`src/rtl/sigfmd_seq.sv`:
```
// Sequencer for the shared significand multiply/divide datapath.
// Multiply issues a single FA*FB product. Divide runs a table seed, a
// Newton-Raphson reciprocal refinement, then the quotient and remainder
// products. Every product goes through the one variable-latency multiplier.
module sigfmd_seq #(
    parameter int NR_ITERS_DB = 3,
    parameter int NR_ITERS_SP = 2,
    parameter int ITW         = 2
) (
    input  logic           clk,
    input  logic           rst,
    input  logic           start,
    input  logic           fdiv,
    input  logic           db,
    input  logic           flush,
    input  logic           mul_rdy,
    output logic           busy,
    output logic           done,
    output logic           op_div,
    output logic           op_db,
    output logic           mul_go,
    output logic [2:0]     mul_op,
    output logic           tbl_en,
    output logic           ld_a,
    output logic           ld_x,
    output logic           ld_q,
    output logic           ld_e,
    output logic [ITW-1:0] iter
);

    typedef enum logic [2:0] {
        S_IDLE = 3'd0,
        S_TBL  = 3'd1,
        S_NR_A = 3'd2,
        S_NR_X = 3'd3,
        S_QUOT = 3'd4,
        S_REM  = 3'd5,
        S_DONE = 3'd6
    } state_t;

    localparam logic [2:0] OP_FA_FB = 3'd0;
    localparam logic [2:0] OP_FB_X  = 3'd1;
    localparam logic [2:0] OP_X_2MA = 3'd2;
    localparam logic [2:0] OP_FA_X  = 3'd3;
    localparam logic [2:0] OP_FB_Q  = 3'd4;

    localparam logic [ITW-1:0] LAST_DB = ITW'(NR_ITERS_DB - 1);
    localparam logic [ITW-1:0] LAST_SP = ITW'(NR_ITERS_SP - 1);

    state_t         r_state;
    logic           r_busy;
    logic           r_done;
    logic           r_op_div;
    logic           r_op_db;
    logic           r_mul_go;
    logic [2:0]     r_mul_op;
    logic           r_tbl_en;
    logic [ITW-1:0] r_iter;

    logic           w_take;
    logic           w_last;
    logic           w_ld_a;
    logic           w_ld_x;
    logic           w_ld_q;
    logic           w_ld_e;

    // A product is accepted on the first mul_rdy after the issue cycle
    // (r_mul_go marks the issue cycle); an abort suppresses it.
    assign w_take = mul_rdy & ~r_mul_go & ~flush;
    assign w_last = (r_iter == (r_op_db ? LAST_DB : LAST_SP));

    // Register loads follow the multiplier handshake in the same cycle.
    always_comb begin
        w_ld_a = 1'b0;
        w_ld_x = 1'b0;
        w_ld_q = 1'b0;
        w_ld_e = 1'b0;
        case (r_state)
            S_NR_A:  w_ld_a = w_take;
            S_NR_X:  w_ld_x = w_take;
            S_QUOT:  w_ld_q = w_take;
            S_REM:   w_ld_e = w_take;
            default: w_ld_a = 1'b0;
        endcase
    end

    // Sequencer state, iteration counter and registered control strobes.
    always_ff @(posedge clk or posedge rst) begin
        if (rst) begin
            r_state  <= S_IDLE;
            r_busy   <= 1'b0;
            r_done   <= 1'b0;
            r_op_div <= 1'b0;
            r_op_db  <= 1'b0;
            r_mul_go <= 1'b0;
            r_mul_op <= OP_FA_FB;
            r_tbl_en <= 1'b0;
            r_iter   <= '0;
        end else if (flush) begin
            r_state  <= S_IDLE;
            r_busy   <= 1'b0;
            r_done   <= 1'b0;
            r_mul_go <= 1'b0;
            r_mul_op <= OP_FA_FB;
            r_tbl_en <= 1'b0;
            r_iter   <= '0;
        end else begin
            r_mul_go <= 1'b0;
            r_tbl_en <= 1'b0;
            r_done   <= 1'b0;
            case (r_state)
                S_IDLE: begin
                    if (start) begin
                        r_op_div <= fdiv;
                        r_op_db  <= db;
                        r_iter   <= '0;
                        r_busy   <= 1'b1;
                        if (fdiv) begin
                            r_state  <= S_TBL;
                            r_tbl_en <= 1'b1;
                        end else begin
                            r_state  <= S_QUOT;
                            r_mul_go <= 1'b1;
                            r_mul_op <= OP_FA_FB;
                        end
                    end
                end
                S_TBL: begin
                    r_state  <= S_NR_A;
                    r_mul_go <= 1'b1;
                    r_mul_op <= OP_FB_X;
                end
                S_NR_A: begin
                    if (w_take) begin
                        r_state  <= S_NR_X;
                        r_mul_go <= 1'b1;
                        r_mul_op <= OP_X_2MA;
                    end
                end
                S_NR_X: begin
                    if (w_take) begin
                        r_mul_go <= 1'b1;
                        if (w_last) begin
                            r_state  <= S_QUOT;
                            r_mul_op <= OP_FA_X;
                        end else begin
                            r_state  <= S_NR_A;
                            r_mul_op <= OP_FB_X;
                            r_iter   <= r_iter + ITW'(1);
                        end
                    end
                end
                S_QUOT: begin
                    if (w_take) begin
                        if (r_op_div) begin
                            r_state  <= S_REM;
                            r_mul_go <= 1'b1;
                            r_mul_op <= OP_FB_Q;
                        end else begin
                            r_state <= S_DONE;
                            r_done  <= 1'b1;
                        end
                    end
                end
                S_REM: begin
                    if (w_take) begin
                        r_state <= S_DONE;
                        r_done  <= 1'b1;
                    end
                end
                S_DONE: begin
                    r_state  <= S_IDLE;
                    r_busy   <= 1'b0;
                    r_mul_op <= OP_FA_FB;
                end
                default: begin
                    r_state  <= S_IDLE;
                    r_busy   <= 1'b0;
                    r_mul_op <= OP_FA_FB;
                    r_iter   <= '0;
                end
            endcase
        end
    end

    assign busy   = r_busy;
    assign done   = r_done;
    assign op_div = r_op_div;
    assign op_db  = r_op_db;
    assign mul_go = r_mul_go;
    assign mul_op = r_mul_op;
    assign tbl_en = r_tbl_en;
    assign iter   = r_iter;
    assign ld_a   = w_ld_a;
    assign ld_x   = w_ld_x;
    assign ld_q   = w_ld_q;
    assign ld_e   = w_ld_e;

endmodule

```
`config.mk`:
```
export PLATFORM = sky130hd
export DESIGN_NAME = sigfmd_seq
export DESIGN_NICKNAME = d
export VERILOG_FILES = /design/src/rtl/sigfmd_seq.sv
export SDC_FILE = /design/constraint.sdc
export NUM_CORES = 1
export LEC_CHECK = 0
export BUFFER_PORTS_ARGS = -buffer_cell sky130_fd_sc_hd__buf_2
export CORE_MARGIN = 2
export CORE_UTILIZATION = 57
export CTS_BUF_LIST = sky130_fd_sc_hd__clkbuf_4
export DETAILED_ROUTE_END_ITERATION = 10
export PLACE_DENSITY = 0.85
export SLEW_MARGIN = 20
export SYNTH_ARGS = -nofsm -noshare
export SYNTH_HDL_FRONTEND = slang
export SYNTH_SLANG_ARGS = --single-unit
export TNS_END_PERCENT = 30
```
`constraint.sdc`:
```
create_clock -name clk -period 3.47 [get_ports clk]
set_input_delay 0.1735 -clock clk [delete_from_list [all_inputs] [get_ports clk]]
set_output_delay 0.1735 -clock clk [all_outputs]
set_load 0.005 [all_outputs]
```
==> results of run 1 <==
==> power by group through the flow <==
stage          clock [uW]  combinational [uW]  sequential, uW
6_report             93.8                 293             301
5_1_grt               104                 332             311
4_1_cts              96.0                 293             297
3_5_place_dp            0                 290             301
3_3_place_gp            0                 284             295
2_1_floorplan           0                 279             244
==> final cells by class <==
cell class | instances | share of cell area [%]
Multi-Input combinational cell | 72 | 46.85
Sequential cell | 14 | 34.61
Timing Repair Buffer | 22 | 11.37
Inverter | 7 | 2.596
Clock buffer | 3 | 2.225
Tap cell | 16 | 1.978
Clock inverter | 1 | 0.3708
==> cells in the final DEF (no fill, tap or decap), drive strengths merged, types with 2 or more instances in the layout <==
cell / count
clkbuf: 3
nor3: 2
o21ai: 6
nand4: 4
nand2: 7
nor4b: 2
a21oi: 4
buf: 21
nor2b: 3
o32ai: 2
nor2: 10
a21o: 2
inv: 7
nand3: 4
o22ai: 2
nor4: 2
dfrtp: 14
o211ai: 2
==> sequential cells by signal, summed over array words and instances (netlist names) <==
register,cells
iter,2
busy,1
mul_go,1
mul_op,3
op_div,1
tbl_en,1
r_state,3
done,1
op_db,1
==> stage by stage <==
step	setup WS, ns	cells	power [uW]	area, sq um
2_1_floorplan	2.117	100	522.2	890.9
3_3_place_gp	1.859	130	579.0	975.9
3_5_place_dp	1.754	130	590.8	975.9
4_1_cts	1.472	135	686.1	1012
5_1_grt	1.310	135	746.9	1012
6_report	1.417	135	688.1	1012
==> worst max-delay path by stage <==
stage / endpoint / start
after floorplan: mul_op[0] / r_state[1]
after global placement: mul_op[0] / r_state[1]
after detailed placement: iter[1] / r_state[1]
after CTS: ld_x / r_state[1]
after global routing: ld_x / r_state[1]
final: ld_x / r_state[1]
==> per-layer routing <==
| layer | up-vias | GRT usage [%] | wire, microns |
|---|---|---|---|
| met1 | 398 | 32.98 | 905 |
| met2 | 39 | 42.09 | 1011 |
| met4 | 0 | 5.455 | 0 |
| li1 | 408 | - | - |
| met3 | 0 | 4.583 | 146 |
| met5 | - | 0 | 0 |
==> logic make-up (layout without fill, tap and decap cells) <==
| family | count (synthesis) | count (layout) | synth area share (%) |
|---|---|---|---|
| multiplexers | 2 | 2 | 2.388 |
| buffers and inverters | 14 | 33 | 7.445 |
| AO/OA/AOI/OAI | 27 | 27 | 23.32 |
| XOR/XNOR | 1 | 1 | 0.9833 |
| flip-flops | 14 | 14 | 39.33 |
| AND/OR/NAND/NOR | 42 | 42 | 26.55 |
==> flow_metrics.tcl, run 1 <==
set metrics [dict create \
    cts_tree "built" \
    r2r_cells 4 \
    max_stage_delay_ns 0.72 \
    synthCells 100 \
    utilization_pct 67.98 \
    drt-initial-drc-count 28 \
    core_sq_mm 0.001489 \
    r2r_slack_ns 1.68 \
    worstPathArrival_ns 1.88 \
    final_max_slew_viol_count 0 \
    clk_latency_ns 0.27 \
    antenna_cells 0 \
    setup_viol 0 \
    gp_congestion 0.8491 \
    syn_nets 107 \
    grt_start_max_net_pins 21 \
    pwr-share-comb_pct 42.6 \
    dpl.hpwl_mm 1.465 \
    rows 14 \
    grt_remaining_overflow 0 \
    critPathSlowestCell "dfrtp_1" \
    multiInputGateArea_sq_um 474.2 \
    synth_edf_count 0 \
    regArea_sq_um 350.3 \
    intPower_uw 392.6 \
    dieArea_sq_mm 0.001895 \
    power.switching_uw 295.6 \
    yosys_register_bits 14 \
    crit_path_cell_trace "nand2_1, nor4_2, buf_2" \
    leakagePower_uw 0.0004719 \
    cts_made_buffers 3 \
    yosys_warnings 0 \
    synth_top_cell_area_share_pct 39.33 \
    grt_pass1_wl_mm 3.532 \
    cts_hold_buf 1 \
    holdPathStages 2 \
    synth.most_common_cell "dfrtp_1" \
    fin_worst_skew_ns 0.006041 \
    cts_resized 0 \
    period_share_pct 59.16 \
    path_max_fanout 19 \
    wl_mm 2.063 \
    layout-area-overhead-vs-synth_pct 13.62 \
    grt_pass1_vias 786 \
    fin_nets 127 \
    power.density_mw_per_mm2 679.8 \
    min_from "db" \
    worstPathBufferInverterCount 1 \
    ys_seq_area_share_pct 39.33 \
    fillers 119 \
    power_frac_seq_pct 43.7 \
    cts_setup_buffers 0 \
    drive_gt1_share_pct 24.37 \
    synth_area_sq_um 890.9 \
    cp-start-kind "register" \
    drcViolationCount 0 \
    cp-end-kind "output port" \
    swShare_pct 42.95 \
    r2r_end "iter[1]" \
    cts-root-buf "clkbuf_4" \
    finalHoldViolCount 0 \
    hold_path_class "primary input to register" \
    yosysTopAreaCell "dfrtp_1" \
    cpLargestDelayFamily "flip-flops" \
    max_freq_mhz 487.1 \
    worstSetupPathType "register to output port" \
    start_util_pct 59.83 \
    synthFlopType "dfrtp_1" \
    max_cap_violations 0 \
    r2r_start "r_state[1]" \
    worstSetupPathDepth 3 \
    postRouteAntennaNets 0 \
    required_ns 3.30 \
    fin_tns_setup_ns 0 \
    yosys-top-cells-area "dfrtp_1 (39%), nor2_1 (4.2%), inv_1 (2.9%)" \
    die_height_microns 43.54 \
    antenna_found_initial 0 \
    status "finished, final reports clean" \
    drt_pass1_iterations 4 \
    pwr-share-clk_pct 13.6 \
    synth.distinct_cells 44 \
    htreeDepth 1 \
    whs_ns 0.1298 \
    finalCriticalPeriod_ns 2.053 \
    port_buffers 21 \
    yosys-top-cells-count "dfrtp_1 (14), nor2_1 (10), inv_1 (7), nand2_1 (7), o21ai_0 (5)" \
    slew_headroom_pct 57.67 \
    min_to "op_db" \
    die_w_microns 43.54 \
    async_flop_share_pct 100.0 \
    io_pins 22 \
    cts.sinks 14 \
    irDropWorstVdd_mv 0.3123 \
    wire_per_inst_microns 15.28 \
    worst_pin_slew_ns 0.6350 \
    cts_buffer_depth 2 \
    vias 845 \
    rsz0062_at_grt "no" \
    grt.total_usage_pct 24.74 \
    clk_pin_slew_worst_paths_ns 0.09 \
    vias_per_cell 6.259 \
    syn_avg_cell_area_sq_um 8.909 \
]
No activity file was read; power rests on OpenSTA's default activity.
==> run 2: changes to the inputs <==
--- a/config.mk
+++ b/config.mk
@@ -7,10 +7,10 @@
 export LEC_CHECK = 0
 export BUFFER_PORTS_ARGS = -buffer_cell sky130_fd_sc_hd__buf_2
 export CORE_MARGIN = 2
-export CORE_UTILIZATION = 57
+export CORE_UTILIZATION = 54
 export CTS_BUF_LIST = sky130_fd_sc_hd__clkbuf_4
 export DETAILED_ROUTE_END_ITERATION = 10
-export PLACE_DENSITY = 0.85
+export PLACE_DENSITY = 0.81
 export SLEW_MARGIN = 20
 export SYNTH_ARGS = -nofsm -noshare
 export SYNTH_HDL_FRONTEND = slang
==> constraint.sdc (replaced) <==
create_clock -name clk -period 1.98 [get_ports clk]
set_input_delay 0.099 -clock clk [delete_from_list [all_inputs] [get_ports clk]]
set_output_delay 0.099 -clock clk [all_outputs]
set_load 0.005 [all_outputs]
==> flow_metrics.tcl, run 2 (same netlist as run 1, synthesis figures left out) <==
set metrics [dict create \
    cts_made_buffers 3 \
    max_freq_mhz 552.4 \
    cp-end-kind "output port" \
    cpLargestDelayFamily "flip-flops" \
    die_w_microns 44.62 \
    postLayoutCellArea_sq_mm 0.001027 \
    worst_pin_slew_ns 0.6311 \
    cts.sinks 14 \
    required_ns 1.88 \
    finalCriticalPeriod_ns 1.810 \
    drt-initial-drc-count 21 \
    max_stage_delay_ns 0.66 \
    power.density_mw_per_mm2 1205 \
    setup_ws_ns 0.1697 \
    layout_commonest_cell "buf_2" \
    fin_worst_skew_ns 0.003103 \
    finalHoldViolCount 0 \
    wl_mm 2.096 \
    vias_per_cell 6.314 \
    irDropWorstVdd_mv 0.6449 \
    antenna_cells 0 \
    core_sq_mm 0.001524 \
    instances_no_fill 137 \
    fin_nets 129 \
    drt_pass1_iterations 4 \
    grt_start_max_net_pins 21 \
    dp.cells 132 \
    layout-area-overhead-vs-synth_pct 15.31 \
    dpl.hpwl_mm 1.545 \
    io_pins 22 \
    utilization_pct 67.41 \
    final_cell_mix "buf_2 (21), dfrtp_1 (14), nor2_1 (10)" \
    worstSetupPathType "register to output port" \
    final_max_slew_viol_count 0 \
    cp-start-kind "register" \
    wire_per_inst_microns 15.30 \
    cts_setup_buffers 0 \
    leakagePower_uw 0.0004825 \
    setup_viol 0 \
    cts_tree "built" \
    dp_slack_ns 0.3072 \
    drcViolationCount 0 \
    grt_pass1_wl_mm 3.498 \
    cts_buffer_depth 2 \
    grt_pass1_vias 800 \
    postRouteAntennaNets 0 \
    htreeDepth 1 \
    status "finished, final reports clean" \
    worstPathArrival_ns 1.71 \
    cts-root-buf "clkbuf_4" \
    antenna_found_initial 0 \
    clk_pin_slew_worst_paths_ns 0.09 \
    period_share_pct 91.43 \
    rsz0062_at_grt "no" \
    die_height_microns 44.62 \
    clk_latency_ns 0.28 \
    drive_gt1_share_pct 25.62 \
    placedInstanceArea_sq_um 991.0 \
    gp_congestion 0.8885 \
    dieArea_sq_mm 0.001991 \
    rows 14 \
    worstPathBufferInverterCount 1 \
    hold_path_class "primary input to register" \
    start_util_pct 58.46 \
    crit_path_cell_trace "nand2_1, nor4_2, buf_2" \
    grt.total_usage_pct 24.21 \
    slew_headroom_pct 57.93 \
    max_cap_violations 0 \
    grt_remaining_overflow 0 \
    vias 865 \
    path_max_fanout 15 \
    port_buffers 21 \
    critPathSlowestCell "dfrtp_1" \
    fin_tns_setup_ns 0 \
]
run 2: changes by cell type in the layout (fill, tap and decap cells not counted), sizes merged:
| cell | before | now |
|---|---|---|
| buf | 21 | 23 |
run 2: final timing paths:
path                         endpoint  startpoint  slack [ns]  cells past startpoint
max in group asynchronous  r_state[2]         rst        1.25                      3
min reg2reg                      busy        busy        0.55                      2
max                              ld_x  r_state[1]        0.17                      3
min                             op_db          db        0.06                      2
max reg2reg                 mul_op[2]  r_state[2]        0.25                      4
min in group asynchronous      op_div         rst        0.38                      3
run 2: layout make-up:
cell class	instances	area [sq um]
multi-input cells	72	474.2
clock buffers	3	22.52
flip-flops and latches	14	350.3
fillers	133	496.7
repair buffers	24	130.1
well taps	16	20.02
inverters	7	26.28
clock inverters	1	3.754
run 2: timing repair:
item                                   4_1_cts  5_1_grt
gates resized for setup                      0        0
setup endpoints to repair                    0        0
hold buffers                                 1        0
endpoints found under the hold margin       14        0
run 2: per-stage QoR:
stage | hold slack (ns) | total power [uW]
3_5_place_dp | 0.1649 | 1059
4_1_cts | 0.06498 | 1222
5_1_grt | 0.05806 | 1321
2_1_floorplan | -0.01178 | 915.2
6_report | 0.05789 | 1238
3_3_place_gp | 0.1549 | 1034
run 2: layer usage:
metal | part of all wire (%) | wire [microns] | up-vias | track usage (%)
met1 | 44 | 924 | 409 | 31.01
li1 | - | - | 412 | -
met5 | 0 | 0 | - | 0
met2 | 48 | 1009 | 41 | 40.58
met3 | 6.9 | 144 | 3 | 4.490
met4 | 0.91 | 19 | 0 | 8.485
run 2: where the power goes:
group	switching [uW]	internal (uW)	total [uW]
combinational	284	272	557
sequential	151	359	511
clock	97.0	73.0	170
==> run 3: changes to the inputs <==
--- a/config.mk
+++ b/config.mk
@@ -11,6 +11,7 @@
 export CTS_BUF_LIST = sky130_fd_sc_hd__clkbuf_4
 export DETAILED_ROUTE_END_ITERATION = 10
 export PLACE_DENSITY = 0.81
+export REMOVE_ABC_BUFFERS = 1
 export SLEW_MARGIN = 20
 export SYNTH_ARGS = -nofsm -noshare
 export SYNTH_HDL_FRONTEND = slang
==> flow_metrics.tcl, run 3 (same netlist as run 1, synthesis figures left out) <==
set metrics [dict create \
    status "finished, final reports clean" \
    final_cell_mix "buf_2 (21), dfrtp_1 (14), nor2_1 (10)" \
    rows 14 \
    dieArea_sq_mm 0.001991 \
    path_max_fanout 19 \
    max_stage_delay_ns 0.70 \
    htreeDepth 1 \
    finalCriticalPeriod_ns 1.871 \
    cts_made_buffers 3 \
    gp_congestion 0.9396 \
    crit_path_cell_trace "nand2_1, nor4_2, buf_2" \
    fin_worst_skew_ns 0.001120 \
    vias_per_cell 6.541 \
    antenna_found_initial 0 \
    cp-end-kind "output port" \
    grt_pass1_vias 820 \
    wire_per_inst_microns 15.99 \
    critPathLaunch "r_state[1]" \
    clk_latency_ns 0.28 \
    worst_pin_slew_ns 0.6337 \
    finalHoldViolCount 0 \
    critPathSlowestCell "dfrtp_1" \
    start_util_pct 58.46 \
    vias 883 \
    clk_pin_slew_worst_paths_ns 0.08 \
    drt-initial-drc-count 37 \
    io_pins 22 \
    r2r_cells 3 \
    drive_gt1_share_pct 25.21 \
    cp-start-kind "register" \
    fin_nets 128 \
    die_w_microns 44.62 \
    worstSetupPathType "register to output port" \
    period_share_pct 94.47 \
    power.density_mw_per_mm2 1198 \
    layout_commonest_cell "buf_2" \
    grt.total_usage_pct 25.21 \
    worstPathBufferInverterCount 1 \
    rsz0062_at_grt "no" \
    grt_start_max_net_pins 21 \
    core_sq_mm 0.001524 \
    r2r_start "r_state[1]" \
    cts_setup_buffers 0 \
    antenna_cells 0 \
    r2r_slack_ns 0.25 \
    cts_tree "built" \
    postRouteAntennaNets 0 \
    drt_pass1_iterations 4 \
    irDropWorstVdd_mv 0.7712 \
    slew_headroom_pct 57.75 \
    placedInstanceArea_sq_um 983.4 \
    cts-root-buf "clkbuf_4" \
    final_max_slew_viol_count 0 \
    hold_path_class "primary input to register" \
    grt_remaining_overflow 0 \
    worstPathArrival_ns 1.77 \
    leakagePower_uw 0.0004757 \
    fillers 122 \
    max_cap_violations 0 \
    drcViolationCount 0 \
    r2r_end "r_state[2]" \
    cpLargestDelayFamily "flip-flops" \
    required_ns 1.88 \
    postLayoutCellArea_sq_mm 0.001016 \
    max_freq_mhz 534.6 \
    dpl.hpwl_mm 1.591 \
    fin_tns_setup_ns 0 \
    worstSetupPathDepth 3 \
    cts_buffer_depth 2 \
    wl_mm 2.159 \
    layout-area-overhead-vs-synth_pct 14.04 \
    crit_path_end "ld_x" \
    grt_pass1_wl_mm 3.581 \
    setup_viol 0 \
    cts.sinks 14 \
    port_buffers 21 \
    die_height_microns 44.62 \
]
run 3: layer usage:
metal	track usage (%)	vias up	share of wire [%]
li1	-	417	-
met1	29.12	408	39
met2	42.03	48	48
met3	8.571	10	10
met4	10.91	0	1.8
met5	0	-	0
run 3: worst register-to-register path, stage by stage (launching register included):
cell and delay [ns]:
dfrtp_1 0.70, nand2_1 0.32, o32a_1 0.41, o21ai_0 0.21
run 3: per-stage QoR:
step | hold slack (ns) | cells | setup slack [ns] | utilization (%) | total power, uW
after floorplan | -0.01178 | 93 | 0.5103 | - | 867.0
after global placement | 0.1536 | 131 | 0.3675 | 64.53 | 1029
after detailed placement | 0.1603 | 131 | 0.2939 | 64.53 | 1054
after CTS | 0.04589 | 135 | 0.1263 | 66.67 | 1214
after global routing | 0.03656 | 135 | 0.004510 | 66.67 | 1313
final | 0.04824 | 135 | 0.1094 | 66.67 | 1217
run 3: worst min path at each step:
stage | start | end | cells past startpoint
after floorplan | rst | busy | 1
after global placement | rst | iter[1] | 2
after detailed placement | rst | busy | 2
after CTS | db | op_db | 2
after global routing | db | op_db | 2
final | db | op_db | 2
run 3: cell type report:
cell class | count | area (sq um) | area share (%)
multi-input combinational | 72 | 474.2 | 46.68
sequential | 14 | 350.3 | 34.48
timing repair buffer | 23 | 122.6 | 12.07
inverter | 7 | 26.28 | 2.586
clock buffer | 3 | 22.52 | 2.217
tap | 16 | 20.02 | 1.970
run 3: report_power, final:
group	total [uW]	internal, uW	switching, uW
clock network	157	70.6	86.8
registers	508	359	148
logic	552	267	285
run 3: timing repair:
action,4_1_cts,5_1_grt
endpoints found under the hold margin,14,0
hold buffers,1,0
resized for setup,0,0
